<file path="src/rtl/fault_tolerant_ctrl.sv">
// fault_tolerant_ctrl: masks writes on decoder/stuck-at faults, flushes, rolls the PC back to the checkpoint and retries, halting after repeated faults.
module fault_tolerant_ctrl #(
  parameter int MAX_RETRIES  = 2,
  parameter int CLEAN_WINDOW = 8,
  parameter int PC_WIDTH     = 32
) (
  input  logic                clk,
  input  logic                reset,
  input  logic                illegal_opcode,
  input  logic                invalid_control,
  input  logic                stuck_at_fault,
  input  logic                pc_write_normal,
  input  logic                reg_write_normal,
  input  logic                mem_write_normal,
  input  logic [PC_WIDTH-1:0] pc_current,
  input  logic [PC_WIDTH-1:0] pc_saved,
  output logic                pc_write_out,
  output logic                reg_write_out,
  output logic                mem_write_out,
  output logic [PC_WIDTH-1:0] pc_next,
  output logic                insert_nop,
  output logic                retry_en
);
  localparam logic [1:0] NORMAL = 2'd0, FLUSH = 2'd1, RETRY = 2'd2, SAFE = 2'd3;
  localparam int RW = $clog2(MAX_RETRIES + 1);
  localparam int CW = $clog2(CLEAN_WINDOW + 1);
  logic [1:0]    state_q, state_d;
  logic [RW-1:0] retry_cnt_q, retry_cnt_d;
  logic [CW-1:0] clean_cnt_q, clean_cnt_d;
  logic          fault, can_retry;
  assign fault     = illegal_opcode | invalid_control | stuck_at_fault;
  assign can_retry = retry_cnt_q < RW'(MAX_RETRIES);
  always_comb begin
    state_d       = state_q;
    retry_cnt_d   = retry_cnt_q;
    clean_cnt_d   = clean_cnt_q;
    pc_write_out  = 1'b0;
    reg_write_out = 1'b0;
    mem_write_out = 1'b0;
    pc_next       = pc_current;
    insert_nop    = 1'b0;
    retry_en      = 1'b0;
    case (state_q)
      NORMAL: begin
        if (fault) begin
          insert_nop  = 1'b1;
          state_d     = can_retry ? FLUSH : SAFE;
          retry_cnt_d = can_retry ? retry_cnt_q + RW'(1) : retry_cnt_q;
          clean_cnt_d = '0;
        end else begin
          pc_write_out  = pc_write_normal;
          reg_write_out = reg_write_normal;
          mem_write_out = mem_write_normal;
          retry_cnt_d   = (clean_cnt_q == CW'(CLEAN_WINDOW - 1)) ? '0 : retry_cnt_q;
          clean_cnt_d   = (clean_cnt_q == CW'(CLEAN_WINDOW - 1)) ? '0 : clean_cnt_q + CW'(1);
        end
      end
      FLUSH: begin
        insert_nop = 1'b1;
        pc_next    = pc_saved;
        state_d    = RETRY;
      end
      RETRY: begin
        pc_write_out = 1'b1;
        insert_nop   = 1'b1;
        retry_en     = 1'b1;
        pc_next      = pc_saved;
        state_d      = NORMAL;
      end
      default: begin
        insert_nop = 1'b1;
        pc_next    = pc_saved;
      end
    endcase
    // outputs must be quiet while reset is held, regardless of the registered state
    if (!reset) begin
      pc_write_out  = 1'b0;
      reg_write_out = 1'b0;
      mem_write_out = 1'b0;
      pc_next       = pc_current;
      insert_nop    = 1'b0;
      retry_en      = 1'b0;
    end
  end
  always_ff @(posedge clk or negedge reset) begin
    if (!reset) begin
      state_q     <= NORMAL;
      retry_cnt_q <= '0;
      clean_cnt_q <= '0;
    end else begin
      state_q     <= state_d;
      retry_cnt_q <= retry_cnt_d;
      clean_cnt_q <= clean_cnt_d;
    end
  end
endmodule

</file>
<file path="config.mk">
export PLATFORM = sky130hd
export DESIGN_NAME = fault_tolerant_ctrl
export DESIGN_NICKNAME = d
export VERILOG_FILES = /design/src/rtl/fault_tolerant_ctrl.sv
export SDC_FILE = /design/constraint.sdc
export NUM_CORES = 1
export LEC_CHECK = 0
export CELL_PAD_IN_SITES_DETAIL_PLACEMENT = 1
export CELL_PAD_IN_SITES_GLOBAL_PLACEMENT = 2
export CORE_AREA = 5 5 96 89
export CTS_CLUSTER_SIZE = 20
export DETAILED_ROUTE_END_ITERATION = 10
export DIE_AREA = 0 0 101 94
export PLACE_DENSITY_LB_ADDON = 0.1
export SLEW_MARGIN = 20
export SYNTH_ARGS = -nofsm -noshare
export SYNTH_HDL_FRONTEND = slang
export SYNTH_SLANG_ARGS = --single-unit
</file>
<file path="constraint.sdc">
create_clock -name clk -period 2.1 [get_ports clk]
set_input_delay 0.525 -clock clk [delete_from_list [all_inputs] [get_ports clk]]
set_output_delay 0.525 -clock clk [all_outputs]
set_load 0.02 [all_outputs]
</file>
# ---- Word-level counts from Yosys, hierarchy flattened
# Cells that the tools add are included.
dict set report totals {
  regBits 8
  elab_cells 42
  out_inout_bits 37
  input_bits 72
}
dict set report classes {
  n_reduce_logical 5
  eq_ne 5
  muxes 24
  n_addsub 2
  bitwise 2
  n_lt_le_gt_ge 1
}
# operator count
set op_table {}
lappend op_table {{2-to-1 mux 32 bit} 2}
lappend op_table {{2-to-1 mux 1 bit} 13}
lappend op_table {{2-to-1 mux 2 bit} 5}
lappend op_table {{2-to-1 mux 4 bit} 2}
lappend op_table {{case mux 2 bit (3 select lines)} 1}
lappend op_table {{adder 4 x 1 -> 4 bit, second input constant} 1}
lappend op_table {{== test 4 x 3 -> 1 bit, second input constant} 1}
lappend op_table {{AND reduction 3 bit} 1}
lappend op_table {{nonzero test 3 bit} 1}
lappend op_table {{adder 2 x 1 -> 2 bit, second input constant} 1}
lappend op_table {{== test 2 x 1 -> 1 bit, second input constant} 1}
lappend op_table {{== test 2 bit, second input constant} 1}
lappend op_table {{logical NOT 2 bit} 1}
lappend op_table {{< comparator 2 bit, second input constant} 1}
lappend op_table {{!= test 2 x 1 -> 1 bit, second input constant} 1}
lappend op_table {{!= test 2 bit, second input constant} 1}
lappend op_table {{OR 1 bit} 2}
lappend op_table {{case mux 1 bit (2 select lines)} 1}
lappend op_table {{AND reduction 2 bit} 1}
lappend op_table {{nonzero test 2 bit} 1}

# ---- Longest topological paths before layout
# Gate-level depths: netlist of run 1.
dict set report depth {
  ltp_word 5
  depth_mapped 6
  depth_no_buf 5
}

# ---- Least setup slack after synthesis of run 1
# Ideal clock, no wire load.
dict set report synth_path {
  kind {reg2out}
  startpoint {reg state_q[0]}
  endpoint {out pc_next[5]}
  path_buffers 2
  t_arrival_ns 1.440
  stages_incl_launch_ff 7
  slack_ns 0.135
  required_ns 1.575
  cell_sequence {dfrtp_1 > inv_1 > ha_1 > nand2b_1 > buf_2 > buf_6 > mux2_1}
}
dict set report synth_between {
  elab_chain_len 3
}
# item line_no
set synth_lines {}
lappend synth_lines {{from (decl)} 27} ;# logic [1:0] state_q, state_d;
lappend synth_lines {{from (signal assigned)} 91} ;# state_q <= state_d;
lappend synth_lines {{logical NOT 2 bit} 43} ;# case (state_q)
lappend synth_lines {{2-to-1 mux 32 bit} 43}
lappend synth_lines {{2-to-1 mux 32 bit} 76} ;# if (!reset) begin
lappend synth_lines {{to (decl)} 20} ;# output logic [PC_WIDTH-1:0] pc_next,
# Every way passes these cells.

# ---- Final worst setup path of run 1
dict set report layout_path {
  startpoint {reg state_q[0]}
  endpoint {out pc_next[12]}
}
# Same word-level chain as after synthesis.

==> results.sh, run 1 <==
export IMPL_postLayoutCoreUtil_pct=34.5
export IMPL_overflow=0
export IMPL_tightest_slew_ns=0.408
export IMPL_grt_pass1_wl_um=7980
export IMPL_fmax_mhz=449
export IMPL_synthDistinctLibCells=28
export IMPL_postCtsHoldBufs=0
export IMPL_synth_edf_count=0
export IMPL_cp_end_kind="primary output"
export IMPL_num_rows=30
export IMPL_fin_area_mm2=0.00255
export IMPL_grt_max_degree=14
export IMPL_pwr_share_clk_pct=22.8
export IMPL_area_delta_synth_final_pct=173
export IMPL_fillers=812
export IMPL_drive_above_1_share_pct=48.4
export IMPL_clock_skew_ns=0.00246
export IMPL_reg2reg_slack_ns=0.51
export IMPL_p_sw_mw=0.228
export IMPL_grt_usage_pct=10.9
export IMPL_maxSlewHeadroom_pct=72.5
export IMPL_insertion_delay_ns=0.23
export IMPL_ys_top_cells_by_area="mux2_2 (36%), dfrtp_1 (21%), ha_1 (6.7%), buf_6 (3.6%), o31ai_1 (3.2%)"
export IMPL_clock_sinks=8
export IMPL_die_h_um=94
export IMPL_synthCells=89
export IMPL_hold_path_class="input port to asynchronous set/reset pin"
export IMPL_die_x_um=101
export IMPL_cp_max_fo=8
export IMPL_io_buffers=108
export IMPL_slew_violations=0
export IMPL_cts_tree="built"
export IMPL_seq_power_share_pct=19.2
export IMPL_clk_pin_slew_ns=0.04
export IMPL_synth_top_area_cell="mux2_2"
export IMPL_layout_min_cycle_time_ns=2.23
export IMPL_core_area_mm2=0.00739
export IMPL_p_int_mw=0.580
export IMPL_cts_inserted_buffers=3
export IMPL_synth_yosys_seq_area_share_pct=21.4
export IMPL_ir_worst_vdd_mv=0.131
export IMPL_drt_iter0_drc=12
export IMPL_n_antenna_cell=0
export IMPL_setup_ws_ns=-0.127
export IMPL_wire_per_inst_um=18.2
export IMPL_final_hold_violation_count=0
export IMPL_vias_per_cell=3.96
export IMPL_yosys_area_share_simple_pct=14.5
export IMPL_synth_adder_area_share_pct=6.70
export IMPL_avgSynthCellArea_um2=10.5
export IMPL_cp_arrival_ns=1.70
export IMPL_postRouteAntennaNets=0
export IMPL_syn_num_nets=166
export IMPL_dp_hpwl_um=4280
export IMPL_antenna_found_initial=0
export IMPL_place_area_mm2=0.00220
export IMPL_dieArea_mm2=0.00949
export IMPL_grt_pass1_vias=1311
export IMPL_synth_seq_cells=8
export IMPL_synth_top_area_share_pct=36.2
export IMPL_criticalPathCategory="register to primary output"
export IMPL_leakage_nw=1.15
export IMPL_swShare_pct=28.3
export IMPL_setup_viol=32
export IMPL_initial_core_util_pct=12.6
export IMPL_ys_flop_type="dfrtp_1"
export IMPL_status="complete, but fails checks"
export IMPL_ctsRootBufferMaster="clkbuf_8"
export IMPL_synth_xor_area_share_pct=0
export IMPL_period_share_pct=106
export IMPL_async_reset_ff_share_pct=100
export IMPL_clk_path_buf_depth=2
export IMPL_ios=109
export IMPL_routed_wl_um=5700
export IMPL_rsz0062_at_grt="true"
export IMPL_synth_top_family_by_area="multiplexers"
export IMPL_drv_cap=0
export IMPL_synth_mux_area_share_pct=39.7
export IMPL_yosysWarnings=0
export IMPL_drc=0
export IMPL_dr_pass1_iters=4
export IMPL_crit_path_start_kind="register"
export IMPL_synth_compound_area_share_pct=11.5
export IMPL_htree_num_levels=1
export IMPL_p_per_area_mw_per_mm2=316
export IMPL_via_count=1238
export IMPL_violations="negative setup slack"
export IMPL_finalWeightedCongestion=0.817
export IMPL_final_nets=296
export IMPL_pwr_share_comb_pct=58.0
export IMPL_syn_area_um2=933
export IMPL_cp_required_ns=1.57
-- state kept, by name, indices dropped and copies added, names as in the netlist --
register / cells
clean_cnt_q: 4
retry_cnt_q: 2
state_q: 2
-- per-layer routing --
layer | vias up | global-route usage [%] | share of wire (%)
met5 | - | 0 | 0
met4 | 0 | 1.99 | 0.54
met3 | 4 | 3.56 | 12
met2 | 73 | 17.5 | 43
met1 | 572 | 14.4 | 45
li1 | 589 | - | -
-- Yosys cell counts, types with 3 or more instances --
cell and n:
a21oi_1 3, buf_6 3, dfrtp_1 8, ha_1 5
inv_1 3, mux2_2 30, nand2_1 5, nand3_1 3
o21ai_0 3, o31ai_1 4
-- power by group through the flow --
| stage | Combinational, mW | Clock (mW) | Sequential (mW) |
|---|---|---|---|
| CTS | 0.480 | 0.191 | 0.155 |
| finish | 0.469 | 0.184 | 0.155 |
| floorplan | 0.140 | 0 | 0.157 |
| global route | 0.490 | 0.204 | 0.155 |
| detailed placement | 0.390 | 0 | 0.157 |
| global placement | 0.388 | 0 | 0.157 |
-- cell families after synthesis --
kind of cell	after synthesis
adders and majority gates	5
DFF	8
and+or+nand+nor	20
buffers and inverters	8
muxes	33
AOI/OAI and AO/OA	15
-- final timing paths --
| path | startpoint | endpoint | depth (start not counted) |
|---|---|---|---|
| worst max-delay path | state_q[0]$_DFFE_PN0P_ | pc_next[12] | 7 |
| worst min-delay path | reset | clean_cnt_q[0]$_DFFE_PN0P_ | 2 |
| worst max register to register | state_q[0]$_DFFE_PN0P_ | retry_cnt_q[0]$_DFFE_PN0P_ | 8 |
| worst min register to register | clean_cnt_q[3]$_DFFE_PN0P_ | clean_cnt_q[3]$_DFFE_PN0P_ | 1 |
| max in group asynchronous | reset | clean_cnt_q[3]$_DFFE_PN0P_ | 2 |
| min in group clk | clean_cnt_q[3]$_DFFE_PN0P_ | clean_cnt_q[3]$_DFFE_PN0P_ | 1 |
-- through the flow --
step	hold slack (ns)	std cells	power [mW]	worst slack [ns]	setup TNS (ns)
6_report	0.439	313	0.808	-0.127	-2.48
5_1_grt	0.458	313	0.848	-0.192	-4.96
4_1_cts	0.444	312	0.826	-0.148	-4.07
3_5_place_dp	0.489	301	0.547	-0.722	-23.57
3_3_place_gp	0.476	301	0.545	-0.700	-22.91
2_1_floorplan	0.229	89	0.297	0.135	0
-- layout make-up --
| cell class | count | area [um^2] | share of cell area (%) |
|---|---|---|---|
| clock buffers | 3 | 41.3 | 1.62 |
| inverters | 3 | 11.3 | 0.441 |
| multi-input cells | 73 | 830 | 32.5 |
| flip-flops and latches | 8 | 200 | 7.84 |
| well taps | 96 | 120 | 4.71 |
| repair buffers | 130 | 1350 | 52.9 |
-- repair_timing --
| item | 4_1_cts | 5_1_grt |
|---|---|---|
| setup endpoints to repair | 37 | 36 |
| gates resized for setup | 264 | 5 |
| buffers inserted | 6 | 3 |
| cloned | 3 | 0 |
| pin swaps | 4 | 3 |
-- cells in the final DEF (no fill, tap or decap), drive strengths merged --
master and instances:
or3b 1, dfrtp 8, dlygate4sd2 4, a21oi 3
inv 3, nor2b 2, nor4b 1, nand3 3
clkbuf 4, nand2 5, mux2i 1, buf 58
o21ai 4, nand2b 2, nor3 1, nand4 1
clkdlybuf4s50 67, o2bb2ai 1, ha 5, and2 1
mux2 32, and3 2, o31ai 4, o41ai 2
and3b 1, a31o 1
-- critical path, stage by stage, from the launching register on --
cell and delay (ns):
dfrtp_1 0.38, inv_2 0.08, ha_4 0.14, nand2b_4 0.16, buf_12 0.13, buf_16 0.14, mux2_4 0.31, buf_6 0.13
(Power assumes the default switching activity.)
==> inputs of run 2 (changes only) <==
--- a/config.mk
+++ b/config.mk
@@ -12,6 +12,7 @@
 export DETAILED_ROUTE_END_ITERATION = 10
 export DIE_AREA = 0 0 101 94
 export PLACE_DENSITY_LB_ADDON = 0.1
+export RECOVER_POWER = 25
 export SLEW_MARGIN = 20
 export SYNTH_ARGS = -nofsm -noshare
 export SYNTH_HDL_FRONTEND = slang
==> results of run 2 <==
No change in the layout: final DEF, timing and power equal those of run 1.
==> inputs of run 3 (changes only) <==
--- a/config.mk
+++ b/config.mk
@@ -7,12 +7,11 @@
 export LEC_CHECK = 0
 export CELL_PAD_IN_SITES_DETAIL_PLACEMENT = 1
 export CELL_PAD_IN_SITES_GLOBAL_PLACEMENT = 2
-export CORE_AREA = 5 5 96 89
+export CORE_AREA = 2 2 93 86
 export CTS_CLUSTER_SIZE = 20
 export DETAILED_ROUTE_END_ITERATION = 10
-export DIE_AREA = 0 0 101 94
+export DIE_AREA = 0 0 95 88
 export PLACE_DENSITY_LB_ADDON = 0.1
-export RECOVER_POWER = 25
 export SLEW_MARGIN = 20
 export SYNTH_ARGS = -nofsm -noshare
 export SYNTH_HDL_FRONTEND = slang
==> constraint.sdc (replaced) <==
create_clock -name clk -period 2.1 [get_ports clk]
set_input_delay 0.42 -clock clk [delete_from_list [all_inputs] [get_ports clk]]
set_output_delay 0.42 -clock clk [all_outputs]
set_load 0.02 [all_outputs]
==> results.sh, run 3 (synthesized netlist as in run 1, its figures left out) <==
export IMPL_status="complete, but fails checks"
export IMPL_violations="negative setup slack"
export IMPL_htree_num_levels=1
export IMPL_cpPeakStageDelay_ns=0.39
export IMPL_wire_per_inst_um=17.0
export IMPL_fin_area_mm2=0.00248
export IMPL_drt_iter0_drc=13
export IMPL_crit_path_start_kind="register"
export IMPL_worst_r2r_path_depth=8
export IMPL_via_count=1251
export IMPL_drive_above_1_share_pct=47.0
export IMPL_fin_hold_ws_ns=0.333
export IMPL_critPathTopFamily="buffers and inverters"
export IMPL_cp_startpoint="state_q[1]$_DFFE_PN0P_"
export IMPL_ios=109
export IMPL_reg_top3="clean_cnt_q x4, retry_cnt_q x2, state_q x2"
export IMPL_hold_path_class="input port to asynchronous set/reset pin"
export IMPL_dp_hpwl_um=4070
export IMPL_reg2reg_from="state_q[1]$_DFFE_PN0P_"
export IMPL_clock_sinks=8
export IMPL_fmax_mhz=468
export IMPL_place_ws_ns=-0.559
export IMPL_cp_max_fo=8
export IMPL_postRouteAntennaNets=0
export IMPL_n_antenna_cell=0
export IMPL_initial_core_util_pct=12.6
export IMPL_crit_chain="inv_2 > ha_4 > nand2b_4 > buf_6 > buf_16 > mux2_4 > buf_6"
export IMPL_grt_max_degree=14
export IMPL_place_area_mm2=0.00219
export IMPL_area_delta_synth_final_pct=166
export IMPL_final_hold_violation_count=0
export IMPL_drv_cap=0
export IMPL_rsz0062_at_grt="true"
export IMPL_cts_tree="built"
export IMPL_layout_common_cells="clkdlybuf4s50_1 (67), buf_6 (28), mux2_4 (26)"
export IMPL_criticalPathCategory="register to primary output"
export IMPL_leakage_nw=1.12
export IMPL_maxSlewHeadroom_pct=72.7
export IMPL_grt_pass1_wl_um=7820
export IMPL_setup_ws_ns=-0.0382
export IMPL_vias_per_cell=4.02
export IMPL_grt_usage_pct=12.3
export IMPL_clock_skew_ns=0.00428
export IMPL_path_common_cell="buf_6"
export IMPL_slew_violations=0
export IMPL_seq_power_share_pct=19.7
export IMPL_fin_tns_setup_ns=-0.702
export IMPL_io_buffers=108
export IMPL_r2r_end="state_q[1]$_DFFE_PN0P_"
export IMPL_die_x_um=95
export IMPL_layout_min_cycle_time_ns=2.14
export IMPL_overflow=0
export IMPL_final_nets=294
export IMPL_grt_pass1_vias=1374
export IMPL_finalWeightedCongestion=0.735
export IMPL_clk_pin_slew_ns=0.04
export IMPL_p_int_mw=0.565
export IMPL_swShare_pct=28.1
export IMPL_cp_depth=7
export IMPL_p_sw_mw=0.221
export IMPL_period_share_pct=102
export IMPL_cp_end_kind="primary output"
export IMPL_pwr_share_clk_pct=23.3
export IMPL_setup_viol=24
export IMPL_ir_worst_vdd_mv=0.122
export IMPL_dieArea_mm2=0.00836
export IMPL_routed_wl_um=5290
export IMPL_num_rows=30
export IMPL_drc=0
export IMPL_critPathSlowestCell="dfrtp_1"
export IMPL_insertion_delay_ns=0.23
export IMPL_largest_register_ffs=4
export IMPL_die_h_um=88
export IMPL_regMostFlops="clean_cnt_q"
export IMPL_core_area_mm2=0.00739
export IMPL_cts_inserted_buffers=3
export IMPL_dr_pass1_iters=4
export IMPL_antenna_found_initial=0
export IMPL_cp_required_ns=1.68
export IMPL_reg2reg_slack_ns=0.53
export IMPL_p_per_area_mw_per_mm2=317
export IMPL_final_common_cell="clkdlybuf4s50_1"
export IMPL_cp_arrival_ns=1.72
export IMPL_clk_path_buf_depth=2
export IMPL_ctsRootBufferMaster="clkbuf_8"
export IMPL_power_total_mw=0.785
export IMPL_tightest_slew_ns=0.404
export IMPL_worst_path_buf_inv=4
export IMPL_pwr_share_comb_pct=57.0
export IMPL_fillers=847
-- run 3: cell count changes in the layout (fill, tap and decap cells not counted), sizes merged --
| cell | before | now |
|---|---|---|
| clkbuf | 4 | 3 |
| buf | 58 | 56 |
| dlygate4sd2 | 4 | 2 |
| dlymetal6s2s | 0 | 3 |
-- run 3: how the worst max path moves through the flow --
stage	slack (ns)	to
detailed placement	-0.56	pc_write_out
global placement	-0.50	pc_write_out
global route	-0.11	pc_next[1]
finish	-0.04	pc_next[14]
CTS	-0.16	pc_next[1]
floorplan	0.24	pc_next[5]
-- run 3: metrics by stage --
| step | std cells | util [%] |
|---|---|---|
| floorplan | 89 | - |
| global placement | 300 | 29.6 |
| detailed placement | 300 | 29.6 |
| CTS | 310 | 32.2 |
| global route | 311 | 33.5 |
| finish | 311 | 33.5 |
-- run 3: power by group through the flow --
stage | registers [mW] | logic [mW] | clock network (mW)
4_1_cts | 0.155 | 0.428 | 0.192
3_3_place_gp | 0.157 | 0.386 | 0
2_1_floorplan | 0.157 | 0.140 | 0
5_1_grt | 0.155 | 0.474 | 0.199
6_report | 0.155 | 0.448 | 0.183
3_5_place_dp | 0.157 | 0.388 | 0
-- run 3: final cells by class --
cell class	instances	area [um^2]	area share (%)
timing repair buffer	128	1300	52.6
multi-input combinational	73	803	32.4
sequential	8	200	8.07
tap	96	120	4.84
clock buffer	3	41.3	1.66
inverter	3	11.3	0.454
-- run 3: per-layer routing --
layer | part of all wire, % | vias to the layer above | GRT usage (%)
li1 | - | 588 | -
met3 | 14 | 4 | 5.34
met2 | 46 | 73 | 20.1
met1 | 40 | 586 | 15.0
met5 | 0 | - | 0
met4 | 0.77 | 0 | 3.03
-- run 3: timing repair --
item	CTS	global route
gates resized for setup	206	41
endpoints found under the hold margin	0	0
gates cloned	3	0
buffers inserted	4	3
hold buffers	0	0
pin swaps	1	1
setup endpoints to repair	37	36
